<file path="src/rtl/btn_debounce.sv">
// btn_debounce: per-channel synchronizer, tick-sampled debounce,
// edge pulses and hold-to-repeat for N_BTN push buttons.
module btn_debounce #(
    parameter int N_BTN   = 4,
    parameter int DEB_CNT = 4,
    parameter int REP_DLY = 50,
    parameter int REP_PER = 10
) (
    input  logic             clk,
    input  logic             rst,
    input  logic             tick,
    input  logic [N_BTN-1:0] btn_in,
    output logic [N_BTN-1:0] btn_level,
    output logic [N_BTN-1:0] btn_press,
    output logic [N_BTN-1:0] btn_release,
    output logic [N_BTN-1:0] btn_repeat
);

    typedef enum logic [1:0] {
        RELEASED = 2'd0,
        HOLD_DLY = 2'd1,
        HOLD_REP = 2'd2
    } state_t;

    localparam int DW = $clog2(DEB_CNT + 1);
    localparam logic [DW-1:0] DEB_LAST = DW'(DEB_CNT - 1);
    localparam logic [15:0] DLY_LAST = 16'(REP_DLY - 1);
    localparam logic [15:0] PER_LAST = 16'(REP_PER - 1);
    // Parked value once the single repeat fired with REP_PER=0;
    // never equal to DLY_LAST since REP_DLY <= 65535.
    localparam logic [15:0] REP_SAT = 16'hFFFF;

    for (genvar i = 0; i < N_BTN; i++) begin : g_ch
        logic          sync_q1;
        logic          sync_q2;
        logic [DW-1:0] deb_cnt;
        logic [DW-1:0] deb_cnt_nxt;
        logic          level_q;
        logic          level_nxt;
        logic          press_q;
        logic          press_nxt;
        logic          release_q;
        logic          release_nxt;
        logic          repeat_q;
        logic          repeat_nxt;
        state_t        state;
        state_t        state_nxt;
        logic [15:0]   rep_cnt;
        logic [15:0]   rep_cnt_nxt;
        logic          diff;

        assign diff = sync_q2 ^ level_q;

        always_comb begin
            deb_cnt_nxt = deb_cnt;
            level_nxt   = level_q;
            press_nxt   = 1'b0;
            release_nxt = 1'b0;
            repeat_nxt  = 1'b0;
            state_nxt   = state;
            rep_cnt_nxt = rep_cnt;
            if (tick) begin
                if (!diff) begin
                    deb_cnt_nxt = '0;
                end else if (deb_cnt == DEB_LAST) begin
                    deb_cnt_nxt = '0;
                    level_nxt   = ~level_q;
                    press_nxt   = ~level_q;
                    release_nxt = level_q;
                end else begin
                    deb_cnt_nxt = deb_cnt + DW'(1);
                end

                // A release on the same tick wins over a due repeat.
                if (release_nxt) begin
                    state_nxt   = RELEASED;
                    rep_cnt_nxt = '0;
                end else begin
                    case (state)
                        RELEASED: begin
                            if (press_nxt) begin
                                state_nxt   = HOLD_DLY;
                                rep_cnt_nxt = '0;
                            end
                        end
                        HOLD_DLY: begin
                            if (rep_cnt == DLY_LAST) begin
                                repeat_nxt = 1'b1;
                                if (REP_PER != 0) begin
                                    state_nxt   = HOLD_REP;
                                    rep_cnt_nxt = '0;
                                end else begin
                                    rep_cnt_nxt = REP_SAT;
                                end
                            end else if (rep_cnt != REP_SAT) begin
                                rep_cnt_nxt = rep_cnt + 16'd1;
                            end
                        end
                        HOLD_REP: begin
                            if (rep_cnt == PER_LAST) begin
                                repeat_nxt  = 1'b1;
                                rep_cnt_nxt = '0;
                            end else begin
                                rep_cnt_nxt = rep_cnt + 16'd1;
                            end
                        end
                        default: begin
                            state_nxt   = RELEASED;
                            rep_cnt_nxt = '0;
                        end
                    endcase
                end
            end
        end

        always_ff @(posedge clk or negedge rst) begin
            if (!rst) begin
                sync_q1   <= 1'b0;
                sync_q2   <= 1'b0;
                deb_cnt   <= '0;
                level_q   <= 1'b0;
                press_q   <= 1'b0;
                release_q <= 1'b0;
                repeat_q  <= 1'b0;
                state     <= RELEASED;
                rep_cnt   <= '0;
            end else begin
                sync_q1   <= btn_in[i];
                sync_q2   <= sync_q1;
                deb_cnt   <= deb_cnt_nxt;
                level_q   <= level_nxt;
                press_q   <= press_nxt;
                release_q <= release_nxt;
                repeat_q  <= repeat_nxt;
                state     <= state_nxt;
                rep_cnt   <= rep_cnt_nxt;
            end
        end

        assign btn_level[i]   = level_q;
        assign btn_press[i]   = press_q;
        assign btn_release[i] = release_q;
        assign btn_repeat[i]  = repeat_q;
    end

endmodule

</file>
<file path="config.mk">
export PLATFORM = sky130hd
export DESIGN_NAME = btn_debounce
export DESIGN_NICKNAME = d
export VERILOG_FILES = /design/src/rtl/btn_debounce.sv
export SDC_FILE = /design/constraint.sdc
export NUM_CORES = 1
export LEC_CHECK = 0
export ABC_AREA = 0
export CAP_MARGIN = 20
export CORE_MARGIN = 4
export CORE_UTILIZATION = 67
export DETAILED_ROUTE_END_ITERATION = 16
export HOLD_SLACK_MARGIN = 0.12
export PLACE_DENSITY = 0.82
export SLEW_MARGIN = 20
export SYNTH_ARGS = -nofsm -noshare
export SYNTH_HDL_FRONTEND = slang
export SYNTH_SLANG_ARGS = --single-unit
export TNS_END_PERCENT = 100
</file>
<file path="constraint.sdc">
create_clock -name clk -period 6.39 [get_ports clk]
set_clock_uncertainty 0.15 [all_clocks]
set_input_delay 0.639 -clock clk [delete_from_list [all_inputs] [get_ports clk]]
set_output_delay 0.639 -clock clk [all_outputs]
set_load 0.02 [all_outputs]
</file>
### Yosys cells after proc, flatten, opt, wreduce, memory -nomap -nowiden

Cells that the tools add are included.

| word-level totals | value |
|---|---|
| logic and storage cells | 208 |
| output and inout bits | 16 |
| input bits | 7 |
| register bits | 108 |

| cells by class | value |
|---|---|
| equality and inequality tests | 40 |
| multiplexer cells | 100 |
| reduce and logical (&&, ||, !) cells | 16 |
| bitwise gates (word level) | 8 |
| add/sub/neg operators | 8 |

Operators with widths:

| operator | number |
|---|---|
| $mux W16 | 20 |
| $pmux W16 S3 | 4 |
| $add A16 B1 Y16 const B | 4 |
| $eq A16 B4 Y1 const B | 4 |
| $eq A16 B6 Y1 const B | 4 |
| $ne A16 B16 Y1 const B | 4 |
| $mux W1 | 48 |
| $mux W2 | 12 |
| $mux W3 | 8 |
| $ne A3 B3 Y1 const B | 8 |
| $pmux W2 S3 | 4 |
| $reduce_and A3 Y1 | 8 |
| $ne A4 B4 Y1 const B | 4 |
| $reduce_and A4 Y1 | 4 |
| $add A3 B1 Y3 const B | 4 |
| $eq A3 B2 Y1 const B | 4 |
| $eq A2 B1 Y1 const B | 4 |
| $eq A2 B2 Y1 const B | 4 |
| $logic_not A2 Y1 | 4 |
| $ne A2 B2 Y1 const B | 4 |
| $pmux W1 S2 | 4 |
| $not A1 Y1 | 4 |
| $xor A1 B1 Y1 | 4 |

### Longest topological paths before layout

| depth | value |
|---|---|
| word-level depth | 7 |
| depth in mapped cells | 9 |
| gate-level depth less buffers | 7 |

### Worst setup path before layout

No wires, ideal clock.

| timing path | value |
|---|---|
| path kind | register -> register |
| from | register g_ch[3].rep_cnt[1] |
| to | register g_ch[3].rep_cnt[14] |
| stages on the path, launching flop included | 9 |
| data arrival time | 2.423 ns |
| setup time | 0.121 ns |
| data required time | 6.119 ns |
| path slack | 3.696 ns |
| period minus slack after synthesis | 2.694 ns |
| path buffers | 1 |
| path through | dfrtp_1 -> inv_1 -> ha_1 -> or4b_1 -> o41ai_4 -> a21oi_1 -> clkbuf_1 -> a211o_1 -> a22o_1 |

| on the way | value |
|---|---|
| cells in the longest elaborated chain, start to end | 5 |
| elaborated cells on any way between the ends | 11 |
| those cells by class | add/sub (1); eq/ne (4); mux (5); reduce/logical (1) |

Ends and longest elaborated chain:

| element | line | source |
|---|---|---|
| start: declaration | 48 | `logic [15:0] rep_cnt;` |
| start signal: assignment | 136 | `rep_cnt <= rep_cnt_nxt;` |
| $add A16 B1 Y16 | 96, 104 |  |
| $mux W16 | 95 | `end else if (rep_cnt != REP_SAT) begin` |
| $mux W16 | 87 | `if (rep_cnt == DLY_LAST) begin` |
| $pmux W16 S3 | 79 | `case (state)` |
| $mux W16 | 75 | `if (release_nxt) begin` |

Parallel ways exist; a longest one is shown, timed or not. The select of a mux whose other input is x is not followed.
A chain may end at the register's enable or synchronous reset.

### Final worst setup path

| timing path | value |
|---|---|
| from | input tick |
| to | register g_ch[0].rep_cnt[8] |

| on the way | value |
|---|---|
| cells in the longest elaborated chain, start to end | 1 |

Ends and longest elaborated chain:

| element | line | source |
|---|---|---|
| start: declaration | 11 | `input logic tick,` |
| $reduce_and A3 Y1 (no source line) | -- |  |
| end signal: assignment | 136 |  |
| end: declaration | 48 |  |

No other way between the ends.

==> key figures <==
Floorplanning
  – Die boundary height: 106 um
  – Width of the chip: 106 um
  – Std cell rows: 35
  – Die area: 11200 sq um
  – Core region area: 9280 sq um
  – Initial standard-cell utilization of the core: 69.3%
  – Boundary pin count: 23

Setup path
  – Number of cell instances on the worst register-to-register path: 8
  – CP startpoint kind: primary input
  – Data arrival at the endpoint of the critical path: 3820 ps
  – Category of the worst setup path capture point: flop
  – Worst EP required: 6480 ps
  – Crit Path Category: in2reg
  – Critical path peak fanout: 29

Timing
  – Final clock period utilization by the worst path: 58.5%
  – Number of slew-limit violations in the final report: 0
  – Worst slew margin relative to its limit: 31.4%
  – Hold Fails Final Rpt: 0
  – Pin slew with the least headroom to its limit: 1020 ps
  – Final setup TNS: 0 ps
  – Final period demand of the worst path: 3740 ps
  – Final-report setup violation count: 0
  – Unrepaired setup endpoints after global routing: false
  – Worst Hold Margin: 100 ps
  – Upper clock frequency limit: 268 MHz

Global route
  – First-pass GRT wire length: 24700 um
  – Total global routing track utilization: 26.6%
  – Vias in the first global route: 5225
  – Pin count of the biggest net entering global routing: 62
  – Antenna violations before repair: 0
  – Grt ovf: 0

Final layout
  – Total non-filler cell area in the finished layout: 6870 sq um
  – Area growth from synthesis to layout: 6.79%
  – Final design utilization: 74.0%
  – Nets: 707
  – Top library cells by usage in the layout, fill and taps aside: dfrtp_1, nor2_1, inv_1, nand3_1, nand2_1
  – Fraction of layout instances using a drive strength above 1: 7.84%
  – Fill count: 680
  – Leading cell type in the layout, fill and taps excluded: dfrtp_1
  – Diode insertion count for antenna repair: 0

Clock tree
  – Deepest level of the CTS H-tree: 3
  – Number of sinks handled by clock tree synthesis: 108
  – Insertion delay to the later sink of the worst-skew pair: 390 ps
  – Resized Gates After CTS: 0
  – Clock edge transition at the registers on the reported setup and hold paths: 90 ps
  – Number of buffers inserted for hold repair after clock tree synthesis: 0
  – Max clock buf depth: 2
  – Buffers inserted by post-CTS timing repair: 0
  – CTS root buffer: clkbuf_8
  – CTS Buf Count: 9
  – TritonCTS clock tree: built

Synth
  – Syn Std Cell Area: 6430 sq um
  – YS warnings: 0
  – Top flip-flop cell by instance count after synthesis: dfrtp_1
  – Cells after synthesis: 668
  – Yosys cell types: 65
  – Sequential cell area fraction in the yosys report: 42.0%
  – Mapped Avg Cell Area: 9.63 sq um
  – Yosys reg bits: 108
  – Nets in the synthesized netlist: 704
  – Number of enable-type register cells in the synthesized netlist: 0
  – Proportion of synthesized flip-flops having asynchronous set or reset: 100%

Route
  – Router iterations before antenna repair: 5
  – Detail-routed net length per standard cell: 17.7 um
  – First-iteration detailed-routing DRC count: 293
  – Via density per instance: 6.66
  – Count of unresolved DRC violations after routing: 0
  – Routed wire length: 14200 um
  – Number of antenna-violating nets in the routed design: 0
  – Total via count in the routed design: 5361

Status
  – Result of the run: finished clean

Place
  – Area post-placement: 6650 sq um
  – RD Place Congestion: 0.914
  – Port Buffer Count: 22
  – Half-perimeter wire length after placement: 9940 um

Worst hold path
  – Tightest Hold Check Type: in2async

Power
  – Worst-case vdd ir drop: 0.206 mV
  – Power Density: 311 nW/um^2
  – Power Total: 2.14 mW
  – Leak: 2.81 nW

Flow run
  – Max Cap Viol: 0
## area by class of cell
type	count	area, sq um	share of cell area (%)
clock buffer	11	141	2.06
clock inverter	5	75.1	1.09
inverter	48	180	2.62
multi-input combinational	475	3340	48.6
sequential	108	2700	39.3
tap	129	161	2.35
timing repair buffer	29	270	3.93
## logic make-up (layout without fill, tap and decap cells)
family                     count (synthesis)  count (layout)  share of synthesized area [%]
muxes                                      6               6                           1.03
buffers and inverters                     85              93                           6.09
AOI/OAI and AO/OA                        183             183                           22.4
DFF                                      108             108                           42.0
xor gates and xnor gates                   5               5                          0.681
adders and majority gates                 29              29                           5.64
and+or+nand+nor                          252             252                           22.1
## state kept, by name (all words and copies together) (netlist names)
register and count:
g_ch.sync_q2 4, g_ch.state 8, g_ch.release_q 4, g_ch.sync_q1 4, g_ch.repeat_q 4, g_ch.deb_cnt 12, g_ch.level_q 4, g_ch.press_q 4
g_ch.rep_cnt 64
## synth_stat cells (17+ instances only)
cell type	instances	area (sq um)
o21ai_0	31	155
a211o_1	22	193
dfrtp_1	108	2700
ha_1	29	363
a22o_1	29	254
a211oi_1	20	150
inv_1	47	176
nor2_1	50	188
nand3_1	39	195
nand2_1	38	143
or4_1	17	128
## per-layer routing
layer	vias up	track usage [%]	part of all wire, %
met1	2610	35.1	42
li1	2512	-	-
met5	-	0	0
met2	204	44.6	50
met3	35	5.04	5.8
met4	0	8.23	2.1
## worst paths after layout
path / slack, ps / to / from
setup / recovery: 2650 / g_ch[0].rep_cnt[8] / tick
hold / removal: 100 / g_ch[1].rep_cnt[3] / rst
setup reg to reg: 3110 / g_ch[3].rep_cnt[7] / g_ch[3].rep_cnt[1]
hold reg to reg: 210 / g_ch[3].sync_q2 / g_ch[3].sync_q1
max in group asynchronous: 4770 / g_ch[2].rep_cnt[7] / rst
min in group clk: 210 / g_ch[3].sync_q2 / g_ch[3].sync_q1
## power by group
| part | internal [mW] | total (mW) | switching, mW |
|---|---|---|---|
| sequential | 0.760 | 0.845 | 0.0846 |
| clock | 0.230 | 0.454 | 0.224 |
| combinational | 0.323 | 0.837 | 0.514 |
| total | 1.31 | 2.14 | 0.823 |
## through the flow
step           instances  setup slack (ps)
3_3_place_gp         788              2170
4_1_cts              804              2470
6_report             805              2650
5_1_grt              805              2470
3_5_place_dp         788              2090
2_1_floorplan        668              3700
## worst max-delay path, stage by stage
cell,delay [ps]
clkdlybuf4s50_1,1040
clkinv_1,540
o22ai_1,600
nand2_1,150
o21ai_1,650
o21ai_0,190
No activity file was read; power rests on OpenSTA's default activity.
